**src/rtl/scurve_sweep_control_if.sv**
```systemverilog
// scurve_sweep_control_if: control, config and FIFO signals of the S-curve sweep sequencer
interface scurve_sweep_control_if #(
    parameter int DAC_WIDTH = 10,
    parameter int CNT_WIDTH = 16
);
    logic                 SweepStart;
    logic                 SweepStop;
    logic [DAC_WIDTH-1:0] StartDAC;
    logic [DAC_WIDTH-1:0] EndDAC;
    logic [DAC_WIDTH-1:0] DACStep;
    logic                 AllChannelMode;
    logic [5:0]           StartChannel;
    logic [5:0]           EndChannel;
    logic [CNT_WIDTH-1:0] MaxCountNumber;
    logic                 CountClkEn;
    logic                 TriggerIn;
    logic                 MicrorocConfigDone;
    logic                 FifoFull;
    logic [DAC_WIDTH-1:0] OutDAC;
    logic [5:0]           OutChannel;
    logic                 ChannelMaskAll;
    logic                 LoadSCParameter;
    logic                 CountEnable;
    logic [CNT_WIDTH-1:0] ScurveData;
    logic                 ScurveData_en;
    logic                 OneDACDone;
    logic                 SweepDone;
    logic                 Busy;

    modport master (
        output SweepStart, SweepStop, StartDAC, EndDAC, DACStep, AllChannelMode,
               StartChannel, EndChannel, MaxCountNumber, CountClkEn, TriggerIn,
               MicrorocConfigDone, FifoFull,
        input  OutDAC, OutChannel, ChannelMaskAll, LoadSCParameter, CountEnable,
               ScurveData, ScurveData_en, OneDACDone, SweepDone, Busy
    );

    modport slave (
        input  SweepStart, SweepStop, StartDAC, EndDAC, DACStep, AllChannelMode,
               StartChannel, EndChannel, MaxCountNumber, CountClkEn, TriggerIn,
               MicrorocConfigDone, FifoFull,
        output OutDAC, OutChannel, ChannelMaskAll, LoadSCParameter, CountEnable,
               ScurveData, ScurveData_en, OneDACDone, SweepDone, Busy
    );
endinterface

```
**src/rtl/scurve_sweep_control.sv**
```systemverilog
// scurve_sweep_control: channel x DAC threshold scan, counts triggers per point and streams framed records to the readout FIFO
module scurve_sweep_control #(
    parameter int          DAC_WIDTH    = 10,
    parameter int          CNT_WIDTH    = 16,
    parameter logic [15:0] HEADER_WORD  = 16'h5343,
    parameter logic [15:0] TRAILER_WORD = 16'h5345
) (
    input logic                   Clk,
    input logic                   reset_n,
    scurve_sweep_control_if.slave bus
);
    typedef enum logic [3:0] {
        IDLE, HEADER, LOAD_SC, WAIT_CFG, COUNT, WR_POINT, WR_TRIG, WR_CLK, NEXT, TRAILER
    } state_t;

    state_t               r_state;
    logic [DAC_WIDTH-1:0] r_start_dac, r_end_dac, r_step, r_out_dac;
    logic [5:0]           r_end_ch, r_out_ch;
    logic [CNT_WIDTH-1:0] r_max, r_clk_cnt, r_trig, r_data;
    logic                 r_all, r_load_sc, r_count_en, r_data_en, r_one_done, r_done, r_busy;
    logic [DAC_WIDTH:0]   w_sum;
    logic                 w_last_dac, w_wr_state;
    logic [CNT_WIDTH-1:0] w_word;

    // 11-bit sum so a step past the top code ends the channel instead of wrapping
    assign w_sum      = {1'b0, r_out_dac} + {1'b0, r_step};
    assign w_last_dac = (r_out_dac >= r_end_dac) || (w_sum > {1'b0, r_end_dac});
    assign w_wr_state = (r_state == HEADER) || (r_state == WR_POINT) || (r_state == WR_TRIG) ||
                        (r_state == WR_CLK) || (r_state == TRAILER);
    assign w_word     = (r_state == HEADER)   ? CNT_WIDTH'(HEADER_WORD) :
                        (r_state == WR_POINT) ? CNT_WIDTH'({r_out_ch, r_out_dac}) :
                        (r_state == WR_TRIG)  ? r_trig :
                        (r_state == WR_CLK)   ? r_clk_cnt : CNT_WIDTH'(TRAILER_WORD);

    always_ff @(posedge Clk or negedge reset_n) begin
        if (!reset_n) begin
            r_state     <= IDLE;
            r_start_dac <= '0;
            r_end_dac   <= '0;
            r_step      <= '0;
            r_out_dac   <= '0;
            r_end_ch    <= '0;
            r_out_ch    <= '0;
            r_max       <= '0;
            r_clk_cnt   <= '0;
            r_trig      <= '0;
            r_data      <= '0;
            r_all       <= 1'b0;
            r_load_sc   <= 1'b0;
            r_count_en  <= 1'b0;
            r_data_en   <= 1'b0;
            r_one_done  <= 1'b0;
            r_done      <= 1'b0;
            r_busy      <= 1'b0;
        end else if (r_state != IDLE && bus.SweepStop) begin
            r_state    <= IDLE;
            r_out_dac  <= '0;
            r_out_ch   <= '0;
            r_data     <= '0;
            r_all      <= 1'b0;
            r_load_sc  <= 1'b0;
            r_count_en <= 1'b0;
            r_data_en  <= 1'b0;
            r_one_done <= 1'b0;
            r_done     <= 1'b0;
            r_busy     <= 1'b0;
        end else begin
            r_load_sc  <= 1'b0;
            r_data_en  <= 1'b0;
            r_one_done <= 1'b0;
            if (w_wr_state && !bus.FifoFull) begin
                r_data    <= w_word;
                r_data_en <= 1'b1;
            end
            case (r_state)
                IDLE: if (bus.SweepStart) begin
                    r_start_dac <= bus.StartDAC;
                    r_end_dac   <= bus.EndDAC;
                    r_step      <= (bus.DACStep == '0) ? DAC_WIDTH'(1) : bus.DACStep;
                    r_end_ch    <= bus.EndChannel;
                    r_max       <= bus.MaxCountNumber;
                    r_all       <= bus.AllChannelMode;
                    r_out_dac   <= bus.StartDAC;
                    r_out_ch    <= bus.StartChannel;
                    r_done      <= 1'b0;
                    r_busy      <= 1'b1;
                    r_state     <= HEADER;
                end
                HEADER: if (!bus.FifoFull) begin
                    r_load_sc <= 1'b1;
                    r_state   <= LOAD_SC;
                end
                LOAD_SC: r_state <= WAIT_CFG;
                WAIT_CFG: if (bus.MicrorocConfigDone) begin
                    r_clk_cnt  <= '0;
                    r_trig     <= '0;
                    r_count_en <= 1'b1;
                    r_state    <= COUNT;
                end
                COUNT: if (r_clk_cnt == r_max) begin
                    r_count_en <= 1'b0;
                    r_state    <= WR_POINT;
                end else begin
                    if (bus.CountClkEn) r_clk_cnt <= r_clk_cnt + CNT_WIDTH'(1);
                    if (bus.TriggerIn && r_trig != '1) r_trig <= r_trig + CNT_WIDTH'(1);
                    // the closing strobe ends the window in the same cycle it is counted
                    if (bus.CountClkEn && (r_clk_cnt + CNT_WIDTH'(1)) == r_max) begin
                        r_count_en <= 1'b0;
                        r_state    <= WR_POINT;
                    end
                end
                WR_POINT: if (!bus.FifoFull) r_state <= WR_TRIG;
                WR_TRIG:  if (!bus.FifoFull) r_state <= WR_CLK;
                WR_CLK: if (!bus.FifoFull) begin
                    r_one_done <= 1'b1;
                    r_state    <= NEXT;
                end
                NEXT: if (w_last_dac && (r_all || r_out_ch >= r_end_ch)) begin
                    r_state <= TRAILER;
                end else begin
                    r_out_ch  <= w_last_dac ? r_out_ch + 6'd1 : r_out_ch;
                    r_out_dac <= w_last_dac ? r_start_dac : w_sum[DAC_WIDTH-1:0];
                    r_load_sc <= 1'b1;
                    r_state   <= LOAD_SC;
                end
                TRAILER: if (!bus.FifoFull) begin
                    r_done  <= 1'b1;
                    r_busy  <= 1'b0;
                    r_state <= IDLE;
                end
                default: r_state <= IDLE;
            endcase
        end
    end

    assign bus.OutDAC          = r_out_dac;
    assign bus.OutChannel      = r_out_ch;
    assign bus.ChannelMaskAll  = r_all;
    assign bus.LoadSCParameter = r_load_sc;
    assign bus.CountEnable     = r_count_en;
    assign bus.ScurveData      = r_data;
    assign bus.ScurveData_en   = r_data_en;
    assign bus.OneDACDone      = r_one_done;
    assign bus.SweepDone       = r_done;
    assign bus.Busy            = r_busy;
endmodule

```
**src/flat_wrapper.sv**
```systemverilog
// flat-port wrapper written by rule: the top's interface ports become plain ports
module scurve_sweep_control_flat 
#(
    parameter int          DAC_WIDTH    = 10,
    parameter int          CNT_WIDTH    = 16,
    parameter logic [15:0] HEADER_WORD  = 16'h5343,
    parameter logic [15:0] TRAILER_WORD = 16'h5345
)
  (Clk, reset_n, bus_SweepStart, bus_SweepStop, bus_StartDAC, bus_EndDAC, bus_DACStep, bus_AllChannelMode, bus_StartChannel, bus_EndChannel, bus_MaxCountNumber, bus_CountClkEn, bus_TriggerIn, bus_MicrorocConfigDone, bus_FifoFull, bus_OutDAC, bus_OutChannel, bus_ChannelMaskAll, bus_LoadSCParameter, bus_CountEnable, bus_ScurveData, bus_ScurveData_en, bus_OneDACDone, bus_SweepDone, bus_Busy);
  scurve_sweep_control_if #(.DAC_WIDTH(DAC_WIDTH), .CNT_WIDTH(CNT_WIDTH)) bus_i ();
  input logic Clk;
  input logic reset_n;
  input wire logic [$bits(bus_i.SweepStart)-1:0] bus_SweepStart;
  input wire logic [$bits(bus_i.SweepStop)-1:0] bus_SweepStop;
  input wire logic [$bits(bus_i.StartDAC)-1:0] bus_StartDAC;
  input wire logic [$bits(bus_i.EndDAC)-1:0] bus_EndDAC;
  input wire logic [$bits(bus_i.DACStep)-1:0] bus_DACStep;
  input wire logic [$bits(bus_i.AllChannelMode)-1:0] bus_AllChannelMode;
  input wire logic [$bits(bus_i.StartChannel)-1:0] bus_StartChannel;
  input wire logic [$bits(bus_i.EndChannel)-1:0] bus_EndChannel;
  input wire logic [$bits(bus_i.MaxCountNumber)-1:0] bus_MaxCountNumber;
  input wire logic [$bits(bus_i.CountClkEn)-1:0] bus_CountClkEn;
  input wire logic [$bits(bus_i.TriggerIn)-1:0] bus_TriggerIn;
  input wire logic [$bits(bus_i.MicrorocConfigDone)-1:0] bus_MicrorocConfigDone;
  input wire logic [$bits(bus_i.FifoFull)-1:0] bus_FifoFull;
  output wire logic [$bits(bus_i.OutDAC)-1:0] bus_OutDAC;
  output wire logic [$bits(bus_i.OutChannel)-1:0] bus_OutChannel;
  output wire logic [$bits(bus_i.ChannelMaskAll)-1:0] bus_ChannelMaskAll;
  output wire logic [$bits(bus_i.LoadSCParameter)-1:0] bus_LoadSCParameter;
  output wire logic [$bits(bus_i.CountEnable)-1:0] bus_CountEnable;
  output wire logic [$bits(bus_i.ScurveData)-1:0] bus_ScurveData;
  output wire logic [$bits(bus_i.ScurveData_en)-1:0] bus_ScurveData_en;
  output wire logic [$bits(bus_i.OneDACDone)-1:0] bus_OneDACDone;
  output wire logic [$bits(bus_i.SweepDone)-1:0] bus_SweepDone;
  output wire logic [$bits(bus_i.Busy)-1:0] bus_Busy;
  assign bus_i.SweepStart = bus_SweepStart;
  assign bus_i.SweepStop = bus_SweepStop;
  assign bus_i.StartDAC = bus_StartDAC;
  assign bus_i.EndDAC = bus_EndDAC;
  assign bus_i.DACStep = bus_DACStep;
  assign bus_i.AllChannelMode = bus_AllChannelMode;
  assign bus_i.StartChannel = bus_StartChannel;
  assign bus_i.EndChannel = bus_EndChannel;
  assign bus_i.MaxCountNumber = bus_MaxCountNumber;
  assign bus_i.CountClkEn = bus_CountClkEn;
  assign bus_i.TriggerIn = bus_TriggerIn;
  assign bus_i.MicrorocConfigDone = bus_MicrorocConfigDone;
  assign bus_i.FifoFull = bus_FifoFull;
  assign bus_OutDAC = bus_i.OutDAC;
  assign bus_OutChannel = bus_i.OutChannel;
  assign bus_ChannelMaskAll = bus_i.ChannelMaskAll;
  assign bus_LoadSCParameter = bus_i.LoadSCParameter;
  assign bus_CountEnable = bus_i.CountEnable;
  assign bus_ScurveData = bus_i.ScurveData;
  assign bus_ScurveData_en = bus_i.ScurveData_en;
  assign bus_OneDACDone = bus_i.OneDACDone;
  assign bus_SweepDone = bus_i.SweepDone;
  assign bus_Busy = bus_i.Busy;
  scurve_sweep_control #(.DAC_WIDTH(DAC_WIDTH), .CNT_WIDTH(CNT_WIDTH), .HEADER_WORD(HEADER_WORD), .TRAILER_WORD(TRAILER_WORD)) u_core (.Clk(Clk), .reset_n(reset_n), .bus(bus_i));
endmodule
```
**config.mk**
```make
export PLATFORM = sky130hd
export DESIGN_NAME = scurve_sweep_control_flat
export DESIGN_NICKNAME = d
export VERILOG_FILES = /design/src/rtl/scurve_sweep_control_if.sv /design/src/rtl/scurve_sweep_control.sv /design/src/flat_wrapper.sv
export SDC_FILE = /design/constraint.sdc
export NUM_CORES = 1
export LEC_CHECK = 0
export CORE_ASPECT_RATIO = 0.9
export CORE_UTILIZATION = 30
export DETAILED_ROUTE_END_ITERATION = 8
export HOLD_SLACK_MARGIN = 0.06
export MAX_ROUTING_LAYER = met4
export PLACE_DENSITY_LB_ADDON = 0.12
export SYNTH_ARGS = -nofsm -noshare
export SYNTH_HDL_FRONTEND = slang
export SYNTH_SLANG_ARGS = --single-unit
export TNS_END_PERCENT = 5
```
**constraint.sdc**
```tcl
create_clock -name Clk -period 3.5 [get_ports Clk]
set_input_delay 0.7 -clock Clk [delete_from_list [all_inputs] [get_ports Clk]]
set_output_delay 0.7 -clock Clk [all_outputs]
set_load 0.02 [all_outputs]
```
==> metrics.md <==
| Metric | Value |
|---|---|
| Antenna cells | `0` |
| Top_reg_cell synth | `dfrtp_1` |
| Synthesized area per cell | `8.46 sq um` |
| # rows | `56` |
| Final Cycle Share | `111%` |
| Mux cell area share after synthesis | `2.09%` |
| Routed WL per cell | `19.6 um` |
| Worst EP arrival | `4.18 ns` |
| Clock Latency Late Sink | `0.43 ns` |
| Net Count, Synth | `1,056` |
| Fmax achieved | `258 MHz` |
| Crit path time final | `3.87 ns` |
| Synth Area in Adders | `6.33%` |
| Yosys warning total | `0` |
| CTS tree | `built` |
| Clock sink count | `127` |
| Fraction of layout cells with a size suffix above 1 | `14.8%` |
| CTS Hold Bufs | `0` |
| Total CTS buffers | `17` |
| Final Hold Vio Count | `0` |
| Worst-path clk slew | `0.06 ns` |
| RR Endpoint | `u_core.bus.OutChannel[2]` |
| Initial antenna violation count | `0` |
| Met1 WL | `14,700 um` |
| Leak Pwr | `0.00473 uW` |
| DRT iter0 DRCs | `651` |
| CP Launch Type | `flip-flop` |
| Total power | `10,900 uW` |
| Reg-to-Reg Start | `u_core.r_step[4]` |
| Asr flop ratio synth | `100%` |
| DR top layer | `met4` |
| Root Driver | `clkbuf_16` |
| Synth top area cells | `dfrtp_1 (40%), nand2_1 (8.2%), ha_1 (6.1%)` |
| Post-synthesis register bit count | `127` |
| Final instance area | `10,800 sq um` |
| P per Cell Area | `1010 nW/um^2` |
| Slew @ Worst Pin | `0.798 ns` |
| Met2 routed WL | `11,500 um` |
| Failing checks | `setup timing` |
| Simple-gate share of the synthesized area | `24.1%` |
| First-pass GRT wire length | `44,800 um` |
| Hold WC Path Type | `in2async` |
| Place WS | `-0.387 ns` |
| Crit path to | `u_core.bus.OutChannel[2]` |
| Starting Density | `30.6%` |
| Library cells used by synthesis | `76` |
| Wire length on met3 | `1870 um` |
| Area growth syn-to-layout | `34.2%` |
| Final nets | `1,204` |
| GRT overflow | `0` |
| Pin count of the biggest net entering global routing | `64` |
| Post-Route Skew | `0.0131 ns` |
| Worst slew margin | `46.7%` |
| Crit Path Max Fanout | `6` |
| Storage cell area | `3180 sq um` |
| Setup TNS | `-4.56 ns` |
| H-tree Lvls | `4` |
| Sequential area share after synthesis | `39.6%` |
| WHS | `0.260 ns` |
| Die Span Y | `157 um` |
| Post-DP HPWL | `21,100 um` |
| Die extent in x | `174 um` |
| Post-synth top area share | `39.6%` |
| Crit path launch | `u_core.r_step[4]` |
| Final Wtd Congestion | `0.889` |
| Antenna-violating nets left | `0` |
| RSZ-0062 raised after global routing | `true` |
| Placed instance area | `9990 sq um` |
| Drt pass-1 iters | `5` |
| # fillers | `2,628` |
| Vias in the first global route | `7,506` |
| Worst VDD drop | `607 uV` |
| Run status | `finished, violations left` |
| Max cap viols | `0` |
| Post-Synthesis Cells | `949` |
| Req. time, crit path | `3.80 ns` |
| Via density | `5.28` |
| Number of port buffers | `105` |
| PnR worst setup slack | `-0.370 ns` |
| Cell area after synthesis | `8030 sq um` |
| Synth Area in XOR/XNOR | `5.35%` |
| Area of the multi-input gates | `4710 sq um` |
| # setup viols final | `20` |
| Reg2Reg Setup Slack | `-0.37 ns` |
| Die ar. | `27,400 sq um` |
| Synth area leader | `dfrtp_1` |
| Tot GR Track Use | `22.2%` |
| Slew Limit Fails | `0` |
| Core ar. | `26,200 sq um` |
| EDFF count, synth | `0` |
| Worst R2R Path Depth | `13` |
| Drt total wl | `28,500 um` |
| Clock buffer depth | `2` |
| Vias | `7,687` |
| Residual DRC count | `0` |
| Combinational family with the most area after synthesis | `simple AND/OR/NAND/NOR gates` |
| Crit Path Category | `reg2reg` |
| Compound-Gate Fraction of Synth Area | `18.4%` |
| IO Count | `106` |
| CP endpoint kind | `flip-flop` |
## registers in the layout, indices dropped and copies added, names as in the netlist, 4 cells and up
signal and cells:
u_core.r_trig 16, u_core.r_step 10, u_core.r_end_dac 10, u_core.bus.OutDAC 10
u_core.r_clk_cnt 16, u_core.r_max 16, u_core.bus.OutChannel 6, u_core.r_state 4
u_core.r_end_ch 6, u_core.bus.ScurveData 16, u_core.r_start_dac 10
## metal layers
layer / track usage [%] / up-vias
li1: - / 3712
met1: 33.3 / 3657
met2: 30.0 / 291
met3: 4.15 / 27
met4: 5.18 / 0
met5: - / -
## worst max-delay path, cell delays in order (launching register included)
cell and delay [ns]:
dfrtp_1 0.42, ha_4 0.29, and3_4 0.15, a221o_1 0.33
o31a_1 0.28, mux2i_1 0.19, o2111ai_2 0.17, ha_1 0.34
a21oi_2 0.17, nor4b_4 0.28, o22ai_4 0.16, o2111a_2 0.30
or3_4 0.35, a221o_1 0.32
## logic make-up after synthesis
kind of cell	after synthesis
buf+inv	85
fa+ha+maj	40
xor+xnor	49
flops	127
mux	16
simple gates	408
compound gates	224
## synthesized netlist by cell type, types with 3 or more instances
library cell  instances
nand2_1             176
dfrtp_1             127
nor2_1               79
o21ai_0              63
a21oi_1              49
clkbuf_1             42
ha_1                 39
inv_1                28
xor2_1               28
and3_1               25
xnor2_1              21
nand4_1              20
nor3_1               20
nand3_1              19
o2111ai_1            17
o22ai_1              11
o31ai_1              11
or4_1                11
a31oi_1              10
mux2i_1              10
nor2b_1               9
o211ai_1              9
nand2b_1              7
nor4_1                7
or3_1                 7
buf_1                 6
buf_2                 6
nor3b_1               6
a211oi_1              5
and4_1                5
mux2_2                5
o2bb2ai_1             5
a21o_1                4
nand3b_1              4
and2_1                3
or2_2                 3
## what timing repair did
action                     CTS  global route
pin swaps                    6             8
buffers inserted             2             1
resized for setup            9            16
setup endpoints to repair   20            20
hold endpoints to repair     0             0
## how the worst min path moves through the flow
stage,cells past startpoint,slack (ns),to,from
after global routing,1,0.32,u_core.r_end_dac[5],reset_n
final,1,0.26,u_core.r_end_dac[9],reset_n
after floorplan,0,0.40,u_core.bus.Busy,reset_n
after detailed placement,2,0.46,u_core.r_start_dac[5],u_core.r_start_dac[5]
after global placement,2,0.46,u_core.r_start_dac[9],u_core.r_start_dac[9]
after CTS,1,0.29,u_core.r_end_dac[5],reset_n
## where the power goes
| part | switching [uW] | internal, uW | leakage (uW) |
|---|---|---|---|
| Sequential | 515 | 1950 | 0.00164 |
| Clock | 731 | 1280 | 0.000320 |
| Combinational | 3530 | 2840 | 0.00277 |
| Total | 4780 | 6070 | 0.00473 |
## cell type report
class / instances / share of cell area [%]
multi-input cells: 737 / 43.7
flip-flops and latches: 127 / 29.5
repair buffers: 185 / 15.6
clock buffers: 18 / 4.08
well taps: 348 / 4.04
clock inverters: 13 / 1.97
inverters: 29 / 1.01
## through the flow
stage,utilization (%),cells
detailed placement,38.1,1423
CTS,40.8,1456
floorplan,-,949
global route,41.1,1457
finish,41.1,1457
global placement,38.1,1423
## cells in the final DEF (no fill, tap or decap), types with 23 or more instances in the layout
| master | n |
|---|---|
| dfrtp_1 | 122 |
| o21ai_0 | 59 |
| nand2_1 | 174 |
| xor2_1 | 28 |
| nor2_1 | 79 |
| inv_1 | 27 |
| clkdlybuf4s50_1 | 104 |
| buf_4 | 77 |
| a21oi_1 | 48 |
| and3_1 | 23 |
| ha_1 | 34 |
No activity file was read; power rests on OpenSTA's default activity.
==> RTL edit, RTL diff (config.mk and constraints unchanged) <==
Reset style: synchronous (`reset_n`), changed in one clocked block.
--- a/src/rtl/scurve_sweep_control.sv
+++ b/src/rtl/scurve_sweep_control.sv
@@ -34,3 +34,3 @@
 
-    always_ff @(posedge Clk or negedge reset_n) begin
+    always_ff @(posedge Clk) begin
         if (!reset_n) begin
Function: differs if reset_n is asserted again (counterexample within 4 cycles, from zero or initial values and one cycle with reset_n low); with reset_n held inactive, the same outputs for 4 cycles.
==> RTL edit against the original RTL <==
The flow still finishes with violations (negative setup slack). Total power decreased by 20%. Clock skew decreased by 6.8 ps. Critical path depth increased by 5. Maximum frequency increased by 9.7%. Sequential cell count unchanged. Area after synthesis decreased by 8.2%. Wire length decreased by 16%. Final area decreased by 8.0%. Via count decreased by 8.6%. Synthesized cell count decreased by 1.5%. Setup slack improved by 340 ps. Count of clock-buffer cells in the layout increased by 3. Critical path type unchanged. Largest power group unchanged. Highest routed layer unchanged.
==> RTL edit: results (changes against the original RTL) <==
* Worst slack, placed at -299.0 ps (+87.93 ps)
* Htree depth at 4 (unchanged)
* First-pass GRT wire length at 37.30 mm (-17%)
* Mux cell area share after synthesis at 2.207% (+0.12 points)
* Pleak at 3.681 nW (-22%)
* Sequential area share after synthesis at 34.50% (-5.1 points)
* End of the critical path: u_core.bus.OutChannel[1]$_SDFFE_PP0P_
* Max IR drop VDD at 0.4856 mV (-20%)
* Clk cell area share at 6.837% (+0.79 points)
* Status: complete, but fails checks
* Worst path slowest cell: fa_2
* Least-Margin Pin Slew at 848.8 ps (+51.20 ps)
* Nets@finish at 1179 (-2.1%)
* Nonclk inv count at 34 (+17%)
* DP HPWL at 18.10 mm (-14%)
* Synth Area in Compound Gates at 22.75% (+4.3 points)
* Share of cells above drive strength 1 at 12.73% (-2.1 points)
* Multi-input gates at 716 (-2.8%)
* Setup ws final at -29.64 ps (+340.7 ps)
* Slowest stage delay, CP at 370 ps (-50 ps)
* Hold Worst Slack at 456.3 ps (+196.3 ps)
* Area contributors post-synth: dfxtp_1 (34%), nand2_1 (8.3%), ha_1 (6.6%)
* Pint at 5.237 mW (-14%)
* Synthesized net count at 1042 (-1.3%)
* R2r worst-path depth at 18 (+5)
* Hold crit path type: flop to flop
* Non-Filler Instances at 1392 (-4.5%)
* Multi-input combinational area share at 45.70% (+2.0 points)
* DR WL met3 at 867 um (-54%)
* Syn_area_per_cell at 7.882 um^2 (-6.8%)
* Fraction of area in registers at 25.68% (-3.9 points)
* Signal buffers share of area at 16.60% (+1.0 points)
* Placed Area at 9109 um^2 (-8.8%)
* Met2 routed WL at 10.10 mm (-13%)
* Met3 usage at 2.971% (-1.2 points)
* Vias in the first global route at 6532 (-13%)
* Asr flop ratio synth at 0% (-100 points)
* Worst path arrival time at 3860 ps (-320 ps)
* Gr usage total at 19.99% (-2.2 points)
* Grt met1 use at 28.86% (-4.4 points)
* Post-synth top flop: dfxtp_1
* Synth Area in Adders at 6.893% (+0.57 points)
* Largest net degree at the start of global routing at 56 (-13%)
* # fillers at 2531 (-3.7%)
* Worst Skew at 6.291 ps (-6.849 ps)
* Routed WL at 24.08 mm (-16%)
* Final Setup Violations at 8 (-60%)
* Die width at 167.2 um (-4.1%)
* Post-Synth XOR/XNOR Area at 5.823% (+0.48 points)
* DR pass1 iterations at 4 (-1)
* M1 WL at 12.91 mm (-12%)
* Failing checks: negative setup slack
* Post-synth cell types at 68 (-11%)
* RD Place Congestion at 0.8442 (-5.1%)
* R2r startpoint: u_core.bus.OutDAC[0]$_SDFFE_PP0P_
* Post-route cell area at 9918 um^2 (-8.0%)
==> RTL edit: cell count changes in the layout (fill, tap and decap cells not counted), moves of 11 or more <==
cell and change:
o21ai_0 -25, a21oi_1 +19, buf_4 -11, dfxtp_1 +123, xnor2_1 +13, a21boi_0 +51
nor2_1 -14, nor3_1 +12, xor2_1 -12, nand4_1 -13, dfrtp_1 -122, and3_1 -20
nand2_1 -11
==> RTL edit: what timing repair did <==
action,4_1_cts,5_1_grt
pin swaps,5,30
endpoints found under the hold margin,0,0
gates cloned,0,1
endpoints found under the setup margin,20,20
buffers inserted,2,3
gates resized for setup,6,14
==> RTL edit: power groups by stage <==
stage	Sequential, mW	Combinational [mW]	Clock (mW)
after floorplan	2.13	2.50	0
after global placement	2.09	4.19	0
after detailed placement	2.10	4.21	0
after CTS	2.07	4.30	2.11
after global routing	2.12	4.99	2.18
final	2.07	4.56	2.07
